==> config.mk <==
export PLATFORM = sky130hd
export DESIGN_NAME = game_core_flat
export DESIGN_NICKNAME = d
export VERILOG_FILES = /design/src/rtl/game_pkg.sv /design/src/rtl/game_core_if.sv /design/src/rtl/lfsr16.sv /design/src/rtl/game_core.sv /design/src/flat_wrapper.sv
export SDC_FILE = /design/constraint.sdc
export NUM_CORES = 1
export LEC_CHECK = 0
export CAP_MARGIN = 20
export CELL_PAD_IN_SITES_DETAIL_PLACEMENT = 1
export CELL_PAD_IN_SITES_GLOBAL_PLACEMENT = 1
export CORE_UTILIZATION = 49
export DETAILED_ROUTE_END_ITERATION = 6
export HOLD_SLACK_MARGIN = 0.1
export PLACE_DENSITY = 0.88
export SLEW_MARGIN = 10
export SYNTH_ARGS = -nofsm -noshare
export SYNTH_HDL_FRONTEND = slang
export SYNTH_SLANG_ARGS = --single-unit
==> constraint.sdc <==
create_clock -name game_clk -period 10.5 [get_ports game_clk]
set_clock_uncertainty 0.05 [all_clocks]
set_input_delay 1.05 -clock game_clk [delete_from_list [all_inputs] [get_ports game_clk]]
set_output_delay 1.05 -clock game_clk [all_outputs]
set_load 0.01 [all_outputs]
==> src/rtl/game_pkg.sv <==
// rtl/game_pkg.sv - shared state encoding and default constants for the game core
//
// Purpose : FSM state type, coordinate width and the geometry / physics /
//           pacing defaults used as parameter defaults by game_core.
// Ports   : none (package).
package game_pkg;

   typedef enum logic [1:0] {
      ST_IDLE = 2'd0,
      ST_RUN  = 2'd1,
      ST_OVER = 2'd2
   } state_t;

   localparam int COORD_W = 12;

   localparam int DEF_NUM_OBS      = 3;
   localparam int DEF_DINO_X       = 64;
   localparam int DEF_DINO_HALF_W  = 16;
   localparam int DEF_OBS_HALF_W   = 8;
   localparam int DEF_OBS_H        = 40;
   localparam int DEF_SPAWN_X      = 640;
   localparam int DEF_MIN_GAP      = 40;
   localparam int DEF_GAP_MASK     = 63;
   localparam int DEF_JUMP_V       = 12;
   localparam int DEF_GRAVITY      = 1;
   localparam int DEF_SPEED_INIT   = 4;
   localparam int DEF_SPEED_MAX    = 12;
   localparam int DEF_SPEED_STEP   = 500;
   localparam int DEF_NIGHT_PERIOD = 700;
   localparam logic [15:0] DEF_LFSR_SEED = 16'hACE1;

endpackage

==> src/rtl/game_core_if.sv <==
// rtl/game_core_if.sv - player controls and game state bundle
//
// Purpose : groups the player inputs and the game state outputs of game_core.
// Signals : jump, start                     - player requests (master -> slave)
//           dino_y, obstacle_x,
//           obstacle_valid, night,
//           game_over, score, speed         - game state (slave -> master)
// Modports: master (player / display side), slave (game_core).
interface game_core_if #(
   parameter int COORD_W = 12,
   parameter int NUM_OBS = 3
);

   logic                         jump;
   logic                         start;
   logic [COORD_W-1:0]           dino_y;
   logic [NUM_OBS*COORD_W-1:0]   obstacle_x;
   logic [NUM_OBS-1:0]           obstacle_valid;
   logic                         night;
   logic                         game_over;
   logic [15:0]                  score;
   logic [COORD_W-1:0]           speed;

   modport master (
      output jump, start,
      input  dino_y, obstacle_x, obstacle_valid, night, game_over, score, speed
   );

   modport slave (
      input  jump, start,
      output dino_y, obstacle_x, obstacle_valid, night, game_over, score, speed
   );

endinterface

==> src/rtl/lfsr16.sv <==
// rtl/lfsr16.sv - 16-bit Fibonacci LFSR, taps 16,14,13,11
//
// Purpose : free-running pseudo-random source for obstacle spacing.
// Ports   : clk  - tick clock
//           rst  - asynchronous active-high reset, loads seed
//           seed - reset value (must be nonzero)
//           out  - current register value
module lfsr16 (
   input  logic        clk,
   input  logic        rst,
   input  logic [15:0] seed,
   output logic [15:0] out
);

   logic [15:0] lfsr_q;
   logic [15:0] lfsr_d;

   assign lfsr_d = {lfsr_q[14:0], lfsr_q[15] ^ lfsr_q[13] ^ lfsr_q[12] ^ lfsr_q[10]};

   always_ff @(posedge clk or posedge rst) begin
      if (rst) begin
         lfsr_q <= seed;
      end else begin
         lfsr_q <= lfsr_d;
      end
   end

   assign out = lfsr_q;

endmodule

==> src/rtl/game_core.sv <==
// rtl/game_core.sv - endless-runner game state machine, physics and obstacles
//
// Purpose : one update per game tick: dino jump physics, obstacle scroll and
//           spawn, collision, score / speed / day-night pacing.
// Ports   : game_clk - game tick clock
//           rst      - asynchronous active-high reset
//           bus      - game_core_if.slave (jump/start in, game state out)
module game_core #(
   parameter int          COORD_W      = game_pkg::COORD_W,
   parameter int          NUM_OBS      = game_pkg::DEF_NUM_OBS,
   parameter int          DINO_X       = game_pkg::DEF_DINO_X,
   parameter int          DINO_HALF_W  = game_pkg::DEF_DINO_HALF_W,
   parameter int          OBS_HALF_W   = game_pkg::DEF_OBS_HALF_W,
   parameter int          OBS_H        = game_pkg::DEF_OBS_H,
   parameter int          SPAWN_X      = game_pkg::DEF_SPAWN_X,
   parameter int          MIN_GAP      = game_pkg::DEF_MIN_GAP,
   parameter int          GAP_MASK     = game_pkg::DEF_GAP_MASK,
   parameter int          JUMP_V       = game_pkg::DEF_JUMP_V,
   parameter int          GRAVITY      = game_pkg::DEF_GRAVITY,
   parameter int          SPEED_INIT   = game_pkg::DEF_SPEED_INIT,
   parameter int          SPEED_MAX    = game_pkg::DEF_SPEED_MAX,
   parameter int          SPEED_STEP   = game_pkg::DEF_SPEED_STEP,
   parameter int          NIGHT_PERIOD = game_pkg::DEF_NIGHT_PERIOD,
   parameter logic [15:0] LFSR_SEED    = game_pkg::DEF_LFSR_SEED
) (
   input  logic        game_clk,
   input  logic        rst,
   game_core_if.slave  bus
);

   import game_pkg::*;

   localparam int CNT_W = 16;
   localparam int VW    = COORD_W + 1;   // signed velocity width
   localparam int SW    = COORD_W + 2;   // signed width for position arithmetic

   typedef logic [COORD_W-1:0] coord_t;

   localparam coord_t                SPAWN_X_C    = COORD_W'(SPAWN_X);
   localparam coord_t                OBS_H_C      = COORD_W'(OBS_H);
   localparam coord_t                JUMP_V_C     = COORD_W'(JUMP_V);
   localparam coord_t                SPEED_INIT_C = COORD_W'(SPEED_INIT);
   localparam coord_t                SPEED_MAX_C  = COORD_W'(SPEED_MAX);
   localparam logic signed [VW-1:0]  VEL0_S       = VW'(JUMP_V - GRAVITY);
   localparam logic signed [VW-1:0]  GRAV_S       = VW'(GRAVITY);
   localparam logic signed [SW-1:0]  DINO_X_S     = SW'(DINO_X);
   localparam logic signed [SW-1:0]  HIT_S        = SW'(DINO_HALF_W + OBS_HALF_W);
   localparam logic [CNT_W-1:0]      MIN_GAP_C    = CNT_W'(MIN_GAP);
   localparam logic [CNT_W-1:0]      GAP_MASK_C   = CNT_W'(GAP_MASK);
   localparam logic [CNT_W-1:0]      SPEED_STEP_C = CNT_W'(SPEED_STEP);
   localparam logic [CNT_W-1:0]      NIGHT_PER_C  = CNT_W'(NIGHT_PERIOD);

   state_t                state_q, state_d;
   coord_t                dino_y_q, dino_y_d;
   logic signed [VW-1:0]  vel_q, vel_d;
   coord_t                obs_x_q [NUM_OBS];
   coord_t                obs_x_d [NUM_OBS];
   logic [NUM_OBS-1:0]    obs_v_q, obs_v_d;
   logic [CNT_W-1:0]      spawn_cnt_q, spawn_cnt_d;
   logic [CNT_W-1:0]      speed_cnt_q, speed_cnt_d;
   logic [CNT_W-1:0]      night_cnt_q, night_cnt_d;
   logic [15:0]           score_q, score_d;
   coord_t                speed_q, speed_d;
   logic                  night_q, night_d;

   logic [15:0]           lfsr;
   logic                  collide;
   logic signed [SW-1:0]  dx;
   logic signed [SW-1:0]  y_sum;
   logic [NUM_OBS-1:0]    free_mask;
   logic                  free_taken;

   lfsr16 u_lfsr (
      .clk  (game_clk),
      .rst  (rst),
      .seed (LFSR_SEED),
      .out  (lfsr)
   );

   // Collision looks only at registered state, so the colliding frame is the
   // one that gets frozen on screen.
   always_comb begin
      collide = 1'b0;
      dx      = '0;
      for (int i = 0; i < NUM_OBS; i++) begin
         if (obs_v_q[i] && (dino_y_q < OBS_H_C)) begin
            dx = $signed({2'b00, obs_x_q[i]}) - DINO_X_S;
            if (dx[SW-1]) begin
               dx = -dx;
            end
            if (dx < HIT_S) begin
               collide = 1'b1;
            end
         end
      end
   end

   // Lowest-index slot that was already invalid at the start of this tick; a
   // slot being cleared this tick is not eligible until the next one.
   always_comb begin
      free_mask  = '0;
      free_taken = 1'b0;
      for (int i = 0; i < NUM_OBS; i++) begin
         if (!obs_v_q[i] && !free_taken) begin
            free_mask[i] = 1'b1;
            free_taken   = 1'b1;
         end
      end
   end

   always_comb begin
      state_d     = state_q;
      dino_y_d    = dino_y_q;
      vel_d       = vel_q;
      obs_x_d     = obs_x_q;
      obs_v_d     = obs_v_q;
      spawn_cnt_d = spawn_cnt_q;
      speed_cnt_d = speed_cnt_q;
      night_cnt_d = night_cnt_q;
      score_d     = score_q;
      speed_d     = speed_q;
      night_d     = night_q;
      y_sum       = '0;

      case (state_q)
         ST_IDLE, ST_OVER: begin
            if (bus.start) begin
               state_d     = ST_RUN;
               dino_y_d    = '0;
               vel_d       = '0;
               obs_v_d     = '0;
               spawn_cnt_d = MIN_GAP_C;
               speed_cnt_d = '0;
               night_cnt_d = '0;
               score_d     = '0;
               speed_d     = SPEED_INIT_C;
               night_d     = 1'b0;
            end
         end

         ST_RUN: begin
            if (collide) begin
               state_d = ST_OVER;
            end else begin
               if (score_q != 16'hFFFF) begin
                  score_d = score_q + 16'd1;
               end

               if (speed_cnt_q == SPEED_STEP_C - 16'd1) begin
                  speed_cnt_d = '0;
                  if (speed_q < SPEED_MAX_C) begin
                     speed_d = speed_q + 1'b1;
                  end
               end else begin
                  speed_cnt_d = speed_cnt_q + 16'd1;
               end

               if (night_cnt_q == NIGHT_PER_C - 16'd1) begin
                  night_cnt_d = '0;
                  night_d     = ~night_q;
               end else begin
                  night_cnt_d = night_cnt_q + 16'd1;
               end

               // Grounded means both height and velocity are zero; the apex
               // frame has zero velocity but nonzero height.
               if ((dino_y_q == '0) && (vel_q == '0)) begin
                  if (bus.jump) begin
                     dino_y_d = JUMP_V_C;
                     vel_d    = VEL0_S;
                  end
               end else begin
                  y_sum = $signed({2'b00, dino_y_q}) + $signed({vel_q[VW-1], vel_q});
                  if (y_sum[SW-1] || (y_sum == '0)) begin
                     dino_y_d = '0;
                     vel_d    = '0;
                  end else begin
                     dino_y_d = y_sum[COORD_W-1:0];
                     vel_d    = vel_q - GRAV_S;
                  end
               end

               for (int i = 0; i < NUM_OBS; i++) begin
                  if (obs_v_q[i]) begin
                     if (obs_x_q[i] < speed_q) begin
                        obs_v_d[i] = 1'b0;
                     end else begin
                        obs_x_d[i] = obs_x_q[i] - speed_q;
                     end
                  end
               end

               // A due spawn with no free slot waits at zero.
               if (spawn_cnt_q == '0) begin
                  if (free_taken) begin
                     for (int i = 0; i < NUM_OBS; i++) begin
                        if (free_mask[i]) begin
                           obs_x_d[i] = SPAWN_X_C;
                           obs_v_d[i] = 1'b1;
                        end
                     end
                     spawn_cnt_d = MIN_GAP_C + (lfsr & GAP_MASK_C);
                  end
               end else begin
                  spawn_cnt_d = spawn_cnt_q - 16'd1;
               end
            end
         end

         default: begin
            state_d = ST_IDLE;
         end
      endcase
   end

   always_ff @(posedge game_clk or posedge rst) begin
      if (rst) begin
         state_q     <= ST_IDLE;
         dino_y_q    <= '0;
         vel_q       <= '0;
         for (int i = 0; i < NUM_OBS; i++) begin
            obs_x_q[i] <= '0;
         end
         obs_v_q     <= '0;
         spawn_cnt_q <= '0;
         speed_cnt_q <= '0;
         night_cnt_q <= '0;
         score_q     <= '0;
         speed_q     <= SPEED_INIT_C;
         night_q     <= 1'b0;
      end else begin
         state_q     <= state_d;
         dino_y_q    <= dino_y_d;
         vel_q       <= vel_d;
         obs_x_q     <= obs_x_d;
         obs_v_q     <= obs_v_d;
         spawn_cnt_q <= spawn_cnt_d;
         speed_cnt_q <= speed_cnt_d;
         night_cnt_q <= night_cnt_d;
         score_q     <= score_d;
         speed_q     <= speed_d;
         night_q     <= night_d;
      end
   end

   for (genvar g = 0; g < NUM_OBS; g++) begin : g_obs_out
      assign bus.obstacle_x[g*COORD_W +: COORD_W] = obs_x_q[g];
   end

   assign bus.dino_y         = dino_y_q;
   assign bus.obstacle_valid = obs_v_q;
   assign bus.night          = night_q;
   assign bus.game_over      = (state_q == ST_OVER);
   assign bus.score          = score_q;
   assign bus.speed          = speed_q;

endmodule
==> src/flat_wrapper.sv <==
// flat-port wrapper written by rule: the top's interface ports become plain ports
module game_core_flat import game_pkg::*;
#(
   parameter int          COORD_W      = game_pkg::COORD_W,
   parameter int          NUM_OBS      = game_pkg::DEF_NUM_OBS,
   parameter int          DINO_X       = game_pkg::DEF_DINO_X,
   parameter int          DINO_HALF_W  = game_pkg::DEF_DINO_HALF_W,
   parameter int          OBS_HALF_W   = game_pkg::DEF_OBS_HALF_W,
   parameter int          OBS_H        = game_pkg::DEF_OBS_H,
   parameter int          SPAWN_X      = game_pkg::DEF_SPAWN_X,
   parameter int          MIN_GAP      = game_pkg::DEF_MIN_GAP,
   parameter int          GAP_MASK     = game_pkg::DEF_GAP_MASK,
   parameter int          JUMP_V       = game_pkg::DEF_JUMP_V,
   parameter int          GRAVITY      = game_pkg::DEF_GRAVITY,
   parameter int          SPEED_INIT   = game_pkg::DEF_SPEED_INIT,
   parameter int          SPEED_MAX    = game_pkg::DEF_SPEED_MAX,
   parameter int          SPEED_STEP   = game_pkg::DEF_SPEED_STEP,
   parameter int          NIGHT_PERIOD = game_pkg::DEF_NIGHT_PERIOD,
   parameter logic [15:0] LFSR_SEED    = game_pkg::DEF_LFSR_SEED
)
  (game_clk, rst, bus_jump, bus_start, bus_dino_y, bus_obstacle_x, bus_obstacle_valid, bus_night, bus_game_over, bus_score, bus_speed);
  game_core_if #(.COORD_W(COORD_W), .NUM_OBS(NUM_OBS)) bus_i ();
  input  logic game_clk;
  input  logic rst;
  input wire logic [$bits(bus_i.jump)-1:0] bus_jump;
  input wire logic [$bits(bus_i.start)-1:0] bus_start;
  output wire logic [$bits(bus_i.dino_y)-1:0] bus_dino_y;
  output wire logic [$bits(bus_i.obstacle_x)-1:0] bus_obstacle_x;
  output wire logic [$bits(bus_i.obstacle_valid)-1:0] bus_obstacle_valid;
  output wire logic [$bits(bus_i.night)-1:0] bus_night;
  output wire logic [$bits(bus_i.game_over)-1:0] bus_game_over;
  output wire logic [$bits(bus_i.score)-1:0] bus_score;
  output wire logic [$bits(bus_i.speed)-1:0] bus_speed;
  assign bus_i.jump = bus_jump;
  assign bus_i.start = bus_start;
  assign bus_dino_y = bus_i.dino_y;
  assign bus_obstacle_x = bus_i.obstacle_x;
  assign bus_obstacle_valid = bus_i.obstacle_valid;
  assign bus_night = bus_i.night;
  assign bus_game_over = bus_i.game_over;
  assign bus_score = bus_i.score;
  assign bus_speed = bus_i.speed;
  game_core #(.COORD_W(COORD_W), .NUM_OBS(NUM_OBS), .DINO_X(DINO_X), .DINO_HALF_W(DINO_HALF_W), .OBS_HALF_W(OBS_HALF_W), .OBS_H(OBS_H), .SPAWN_X(SPAWN_X), .MIN_GAP(MIN_GAP), .GAP_MASK(GAP_MASK), .JUMP_V(JUMP_V), .GRAVITY(GRAVITY), .SPEED_INIT(SPEED_INIT), .SPEED_MAX(SPEED_MAX), .SPEED_STEP(SPEED_STEP), .NIGHT_PERIOD(NIGHT_PERIOD), .LFSR_SEED(LFSR_SEED)) u_core (.game_clk(game_clk), .rst(rst), .bus(bus_i));
endmodule
== Word-level counts from Yosys, hierarchy flattened ==
Index checks and enable logic that the tools add are counted.

* Flip-flop bits (word level): 159
* Word-level logic and storage cells: 164

* Add/sub/neg operators: 17
* Order comparisons: 8
* Eq/ne operators: 14
* Multiplexer cells: 81
* Bitwise operators: 5
* Reductions and logical operators: 25

{| class="wikitable"
|+ Operators by type and width
! kind !! count
|-
| 12-bit two-way mux || 18
|-
| 16-bit two-way mux || 11
|-
| 16-bit one-hot mux with 2 select lines || 4
|-
| 14-bit two-way mux || 6
|-
| 36-bit two-way mux || 2
|-
| 13-bit two-way mux || 5
|-
| 16-bit by 1-bit adder with 16-bit output (second input constant) || 3
|-
| 12-bit one-hot mux with 2 select lines || 2
|-
| 14-bit by 6-bit < comparator with 1-bit output (second input constant) || 3
|-
| 14-bit negator || 3
|-
| 12-bit by 7-bit subtractor with 13-bit output (second input constant) || 3
|-
| 12-bit < comparator || 3
|-
| 12-bit subtractor || 3
|-
| 13-bit one-hot mux with 2 select lines || 1
|-
| 1-bit two-way mux || 23
|-
| 16-bit by 10-bit equality test with 1-bit output (second input constant) || 1
|-
| 16-bit by 9-bit equality test with 1-bit output (second input constant) || 1
|-
| 16-bit logical NOT || 1
|-
| 16-bit != test (second input constant) || 1
|-
| 4-bit AND reduction || 4
|-
| 16-bit by 1-bit subtractor with 16-bit output (second input constant) || 1
|-
| 13-bit by 13-bit adder with 14-bit output || 1
|-
| 14-bit logical NOT || 1
|-
| 13-bit logical NOT || 1
|-
| other kinds (28) || 48
|}

== Longest topological paths before layout ==
* Depth after elaboration: 13
* Gate-level depth with buffers: 14
* Depth with buffers taken out: 13

== Worst setup path after synthesis ==
No wires, ideal clock.

* Path type: reg2reg
* Start point: register u_core.dino_y_q[0], in the netlist u_core.bus.dino_y[0]
* End point: register u_core.vel_q[7]
* Data arrival time: 3.393 ns
* Setup slack: 6.939 ns
* Cell stages (with the launch flop): 12
* Cell sequence: dfrtp_1 ha_1 fa_1 xor2_1 or4_1 a2111oi_0 nand4_1 or4_1 nand2_1 clkbuf_1 nor4_1 a21o_1

* Word-level cells in the longest chain between the ends: 9
* Elaborated cells between the ends (all ways): 21

{| class="wikitable"
|+ RTL lines
! what !! line !! source
|-
| start, declared || game_core.sv:54 || <nowiki>coord_t dino_y_q, dino_y_d;</nowiki>
|-
| start signal, assigned || game_core.sv:233 || <nowiki>dino_y_q <= dino_y_d;</nowiki>
|-
| 12-bit by 6-bit < comparator with 1-bit output || game_core.sv:86 || <nowiki>if (obs_v_q[i] && (dino_y_q < OBS_H_C)) begin</nowiki>
|-
| 1-bit logical AND || game_core.sv:86 ||
|-
| 1-bit two-way mux || game_core.sv:86 ||
|-
| 1-bit two-way mux || game_core.sv:91 || <nowiki>if (dx < HIT_S) begin</nowiki>
|-
| 1-bit two-way mux || game_core.sv:86 ||
|-
| 1-bit two-way mux || game_core.sv:91 ||
|-
| 1-bit two-way mux || game_core.sv:86 ||
|-
| 2-bit != test (no source line) || - ||
|-
| 4-bit AND reduction (no source line) || - ||
|-
| end signal, assigned || game_core.sv:234 || <nowiki>vel_q <= vel_d;</nowiki>
|-
| end, declared || game_core.sv:55 || <nowiki>logic signed [VW-1:0] vel_q, vel_d;</nowiki>
|}

Several ways; a longest one is shown, not always the timed one. The select of a mux whose other input is x is not followed.
A chain may end at the register's enable or synchronous reset.

== Worst setup path after layout ==
* Start point: register u_core.obs_x_q (netlist bit u_core.bus.obstacle_x[30])
* End point: register u_core.vel_q[10]

* Word-level cells in the longest chain between the ends: 9

{| class="wikitable"
|+ RTL lines
! what !! line !! source
|-
| start, declared || game_core.sv:56 || <nowiki>coord_t obs_x_q [NUM_OBS];</nowiki>
|-
| start signal, assigned || game_core.sv:235 || <nowiki>obs_x_q <= obs_x_d;</nowiki>
|-
| 12-bit by 7-bit subtractor with 13-bit output (*) || game_core.sv:87 || <nowiki>dx = $signed({2'b00, obs_x_q[i]}) - DINO_X_S;</nowiki>
|-
| 14-bit negator || game_core.sv:89 || <nowiki>dx = -dx;</nowiki>
|-
| 14-bit two-way mux (*) || game_core.sv:88 || <nowiki>if (dx[SW-1]) begin</nowiki>
|-
| 14-bit two-way mux (*) || game_core.sv:86 ||
|-
| 14-bit by 6-bit < comparator with 1-bit output (*) || game_core.sv:91 ||
|-
| 1-bit two-way mux (*) || game_core.sv:91 ||
|-
| 1-bit two-way mux (*) || game_core.sv:86 ||
|-
| 2-bit != test (no source line) (*) || - ||
|-
| 4-bit AND reduction (no source line) (*) || - ||
|}

Every way passes the cells marked *; elsewhere a longest branch is shown, timed or not. The select of a mux whose other input is x is not followed.

==> results.yml <==
synth:
  synth.most_common_cell: "dfrtp_1"
  synthesis.area_per_instance_um2: 9.024
  synth_cell_type_count: 81
  synth_edf_count: 0
  mappedNetlistNets: 1173
  postSynth.asyncResetShare_pct: 100.0
  synth_area_leaders: "dfrtp_1 38%, ha_1 7.7%, o21ai_0 5.7%"
  synthDominantAreaCellType: "dfrtp_1"
  synth.yosys.seq_area_share_pct: 40.05
  synth.yosys.warnings: 0
  ys.flop_type: "dfrtp_1"
  synth_top_cell_area_share_pct: 37.68
  synthesis.area_um2: 9962
  synth_top_cells_by_count: "150 x dfrtp_1, 114 x o21ai_0, 112 x nor2_1, 99 x nand2_1, 61 x ha_1"
  syn_inst: 1104
  postSynthRegisterBits: 159
power:
  max-vdd-ir-drop_mv: 0.1638
  power.share.sequential_pct: 30.4
  power.internal_mw: 1.772
  total_power_mw: 3.106
  power_density_nw_per_um2: 264.6
  net_load_switching_power_mw: 1.334
  static_leakage_nw: 5.314
  comb_power_share_pct: 48.1
  sw_frac_of_total_pct: 42.95
  power.clock.fraction_pct: 21.5
timing:
  tns_ps: 0
  grt_setup_unrepaired: "no"
  worst_pin_slew_ps: 1044
  relSlewSlack_pct: 30.39
  hold_viol_final: 0
  max_freq_mhz: 183.6
  report.final.slew_viol_count: 0
  finalCritPeriodShare_pct: 51.89
  report.final.setup_viol: 0
  postLayoutSetupSlackWorst_ps: 5052
  layout_min_cycle_time_ps: 5448
  worst_hold_slack_ps: 308.1
placement:
  dp.cells: 1434
  dpl_worst_slack_ps: 5270
  dp_hpwl_um: 21860
  weighted_congestion_reported_at_the_end_of_routability_driven_placement: 0.8419
  post_dp_cell_area_um2: 11090
  portBuffers: 84
cells_and_area:
  design_area_um2: 11740
  util_after_layout_pct: 59.53
  total_number_of_nets_in_the_final_design: 1258
  antenna_cells: 0
  flow.area_growth_from_synthesis_pct: 17.82
  finish.cell_count_without_fillers: 1467
  final_layout_size_suffix_gt1_share_pct: 6.988
global_routing:
  number_of_global_route_vias_before_repair: 9709
  grt_first_pass_wirelength_um: 50870
  grt_remaining_overflow: 0
  layer_with_the_highest_usage: "met2"
  grt_antenna_before_repair: 0
  met3_usage_pct: 5.265
  globalRouteTotalUtil_pct: 31.62
  met1_usage_pct: 38.60
  grt_start_max_net_pins: 82
  grt_use_met2_pct: 54.91
die:
  design.core.area_um2: 19720
  die_area_um2: 20900
  die_h_um: 144.6
  die_x_um: 144.6
  placement_rows: 51
  floorplan.io_pins: 85
  floorplan.initialDensity_pct: 50.52
run_status:
  run_status: "finished, final reports clean"
drt:
  drtIter0Drc: 584
  drt-total-wl_um: 31650
  wire_per_inst_um: 21.57
  final_antenna_net_count: 0
  detailedRoute.firstPassIterationCount: 5
  drt_drc_violations_left: 0
  route.detailed.vias_per_inst: 6.324
  vias: 9277
clock_tree:
  clock_tree.buffer_depth: 2
  cts-buffers-inserted: 17
  hold_buffers: 0
  post_cts_resize_count: 0
  cts_sinks: 159
  clk_latency_ps: 440
  cts_htree_levels: 4
  cts_setup_buffers: 0
  cts_tree: "yes"
  path_clk_slew_ps: 70
  ctsRootBufferMaster: "clkbuf_16"
worst_hold_path:
  timing.hold.worst.class: "reg -> reg"
flow_run:
  cap_viol_max_count: 0
worst_setup_path:
  startpoint_kind_of_the_worst_setup_timing_path: "flip-flop"
  worst_ep_required_time_ps: 10770
  timing.critical_path.fanout_max: 47
  worst_ep_arrival_time_ps: 5720
  critical_path.endpoint_type: "flip-flop"
  crit_type: "reg -> reg"
  ff2ff_setup_slack_ps: 5050
-- critical path, cell delays in order, from the launching register on --
cell and delay (ps):
dfrtp_1 520, inv_1 110, ha_1 270, xor2_1 170, a2111oi_0 570, o21bai_1 160
a2111oi_0 870, nor3_1 320, a21oi_4 400, buf_4 450, a21o_1 710, nor2_1 330
a32o_1 350
-- power groups by stage --
stage,Sequential (mW),Combinational [mW],Clock [mW]
after global routing,0.964,1.64,0.693
after floorplan,0.915,0.994,0
after global placement,0.935,1.38,0
after CTS,0.939,1.48,0.672
after detailed placement,0.943,1.45,0
final,0.944,1.49,0.669
-- worst paths after layout --
check / end / cells after the start / startpoint
setup reg to reg: u_core.vel_q[10]$_DFFE_PP0P_ / 12 / u_core.bus.obstacle_x[30]$_DFFE_PP0P_
min in group asynchronous: u_core.vel_q[1]$_DFFE_PP0P_ / 2 / rst
setup / recovery: u_core.vel_q[10]$_DFFE_PP0P_ / 12 / u_core.bus.obstacle_x[30]$_DFFE_PP0P_
hold reg to reg: u_core.u_lfsr.out[7]$_DFF_PP1_ / 0 / u_core.u_lfsr.out[6]$_DFF_PP1_
max in group asynchronous: u_core.bus.speed[2]$_DFFE_PP1P_ / 4 / rst
hold / removal: u_core.u_lfsr.out[7]$_DFF_PP1_ / 0 / u_core.u_lfsr.out[6]$_DFF_PP1_
-- layout make-up --
class                      count  area, µm²
clock buffer                  23      498.0
clock inverter                 9      130.1
sequential                   159       3990
inverter                      58      222.7
fill                        2235       7980
multi-input combinational    861       5652
timing repair buffer          92      913.4
tap                          265      331.6
-- per-layer routing --
layer	part of all wire [%]	wire length [µm]
met5	0	0
met4	2.9	921
met2	51	16080
met3	3.6	1148
met1	43	13500
-- cells by family after synthesis --
group | Yosys count | share of synthesized area [%]
and+or+nand+nor | 408 | 20.72
AOI/OAI and AO/OA | 323 | 21.41
DFF | 159 | 40.05
buffers and inverters | 84 | 3.391
adders and majority gates | 65 | 8.465
xor gates and xnor gates | 49 | 4.308
muxes | 16 | 1.645
-- state kept, by name, indices dropped and copies added, names as in the netlist --
signal and count:
u_core.bus.dino_y 12, u_core.speed_cnt_q 16, u_core.bus.score 16, u_core.bus.obstacle_x 36, u_core.bus.obstacle_valid 3, u_core.night_cnt_q 16, u_core.bus.speed 12, u_core.state_q 2
u_core.bus.night 1, u_core.u_lfsr.out 16, u_core.vel_q 13, u_core.spawn_cnt_q 16
-- layout by cell type, fill, tap and decap left out, types with 5 or more instances in the layout --
master	n
nor4_1	10
nand2b_1	15
a32o_1	6
clkbuf_16	17
o21ai_0	114
or3_1	11
a22o_2	8
nand3_1	29
and2_1	5
nor2b_1	15
a21oi_1	51
and3_1	27
o41ai_1	7
nor3_1	26
buf_4	7
a22o_1	16
mux2i_1	13
a31oi_1	5
o211ai_1	12
nor2_1	111
nand2_1	99
dfrtp_1	150
nor3b_1	7
inv_1	57
o31ai_1	22
ha_1	61
nand4_1	5
and4_1	5
or2_2	8
xor2_1	26
dfstp_2	9
xnor2_1	23
a21o_1	18
clkbuf_8	5
clkdlybuf4s50_1	84
or4_1	16
Power figures use the tool's default switching activity.
==> RTL edit (same flow settings) <==
Change the localparam `CNT_W` from 16 to 32.
--- a/src/rtl/game_core.sv
+++ b/src/rtl/game_core.sv
@@ -30,7 +30,7 @@
 
    import game_pkg::*;
 
-   localparam int CNT_W = 16;
+   localparam int CNT_W = 32;
    localparam int VW    = COORD_W + 1;   // signed velocity width
    localparam int SW    = COORD_W + 2;   // signed width for position arithmetic
 
Formal check against the unedited RTL: no difference found for any inputs over 4 cycles, from zero or initial values and one cycle with rst high; that may be too few to reach the edited logic, so the function may still have changed.
==> RTL edit against the original RTL <==
Hold slack worse by 4.8 ps; wire length up 25%; worst setup slack better by 480 ps; utilization down 2.0 points; clock power up 27%; final area up 24%; synthesized area up 27%; sequential cell count up 48; power up 13%; via count up 25%; largest power group unchanged.
==> RTL edit: results (changes against the original RTL) <==
Synthesis
  – Sequential area share after synthesis: 0.411 (+0.0108)
  – Compound-Gate Fraction of Synth Area: 0.173 (-0.0414)
  – Syn nets: 1,476 (+26%)
  – Multiplexer area fraction after synthesis: 0.00317 (-0.0133)
  – Syn. warnings: 0 (unchanged)
  – Synth unique cells: 87 (+7.4%)
  – Area contributors post-synth: dfrtp_1 39%, ha_1 6.0%, o21ai_0 4.4%, nor2_1 4.2%, xor2_1 4.0%

CTS
  – Total CTS buffers: 24 (+7)
  – CTS max path bufs: 3 (+1)
  – Clk_lat worst skew: 530 ps (+90 ps)
  – Htree depth: 1 (-3)
  – Clock-pin slew on the worst setup and hold paths: 60 ps

Placed design
  – Placer Congestion: 0.901 (+7.0%)
  – HPWL Detailed: 26.7 mm (+22%)

Cells and area
  – Fillers: 2,937 (+31%)
  – Layout cells sized above 1: 0.0589 (-0.0110)

Worst setup path
  – CP delay by family, top: simple AND/OR/NAND/NOR gates
  – Largest stage delay, worst path: 640 ps (-230 ps)
  – Crit-path slowest cell: nand2_1
  – WP data arrival: 5310 ps (-410 ps)

GRT
  – First-pass GRT wire length: 64.9 mm (+27%)
  – Total Routing Usage GR: 0.305 (-0.0107)
  – Largest net degree at the start of global routing: 96 (+17%)

Power and ir drop
  – P_leak: 6.49 nW (+22%)
  – Peak supply drop: 0.159 mV (-2.8%)
  – Switching power: 1.42 mW (+6.3%)

Route
  – DRT Pass-1 Iters: 7 (+2)
  – Wirelength per Cell: 21.6 um (+0.24%)
  – DRT iter0 DRCs: 891 (+53%)

Outcome
  – Outcome: finished, final reports clean

STA
  – Worst-margin pin slew: 1020 ps (-25.4 ps)
RTL edit: power by group through the flow:
stage | clock network, mW | logic (mW) | registers [mW]
after floorplan | 0 | 1.03 | 1.12
after global placement | 0 | 1.38 | 1.15
after detailed placement | 0 | 1.46 | 1.16
after CTS | 0.856 | 1.49 | 1.15
after global routing | 0.888 | 1.65 | 1.18
final | 0.847 | 1.50 | 1.16
RTL edit: layer usage:
metal / track usage / routed length [um] / vias up
met5: 0 / 0 / -
met4: 0.105 / 1180 / 0
met3: 0.0351 / 1890 / 95
met2: 0.509 / 19100 / 347
met1: 0.411 / 17300 / 5923
li1: - / - / 5273
RTL edit: layout make-up:
cell class / instances / area share
Clock inverter: 5 / 0.00344
Sequential cell: 207 / 0.357
Multi-Input combinational cell: 1088 / 0.480
Tap cell: 330 / 0.0284
Timing Repair Buffer: 95 / 0.0636
Inverter: 61 / 0.0163
Clock buffer: 39 / 0.0508
RTL edit: cells by family after synthesis:
| kind of cell | Yosys count |
|---|---|
| adder cells (fa/ha/maj) | 65 |
| AND/OR/NAND/NOR | 586 |
| XOR/XNOR | 93 |
| flip-flops | 207 |
| multiplexers | 4 |
| buffers and inverters | 112 |
| AO/OA/AOI/OAI | 340 |
RTL edit: worst reg2reg max path, cell delays in order (launching register included):
cell     delay [ps]
dfrtp_1         510
inv_1           110
ha_1            230
or3b_1          400
or3_1           350
or4_1           470
a221o_1         400
o311a_2         160
a21oi_4         140
buf_4           510
inv_2           580
nand2_1         660
o21ai_0         180
o41ai_1         100
RTL edit: final timing paths:
kind / from / endpoint / slack (ps)
max reg2reg: u_core.bus.obstacle_x[18] / u_core.spawn_cnt_q[7] / 5530
min: u_core.u_lfsr.out[8] / u_core.u_lfsr.out[9] / 300
max in group asynchronous: rst / u_core.speed_cnt_q[31] / 8100
max: u_core.bus.obstacle_x[18] / u_core.spawn_cnt_q[7] / 5530
min reg2reg: u_core.u_lfsr.out[8] / u_core.u_lfsr.out[9] / 300
min in group asynchronous: rst / u_core.night_cnt_q[18] / 990
RTL edit: metrics by stage:
step | setup WS (ps) | cell area, um^2 | utilization | total power [mW] | std cells
after global placement | 5780 | 13700 | 0.544 | 2.53 | 1781
after CTS | 5570 | 14500 | 0.575 | 3.50 | 1825
final | 5530 | 14500 | 0.575 | 3.51 | 1825
after global routing | 5290 | 14500 | 0.575 | 3.72 | 1825
after detailed placement | 5630 | 13700 | 0.544 | 2.63 | 1781
after floorplan | 3760 | 12600 | - | 2.15 | 1407
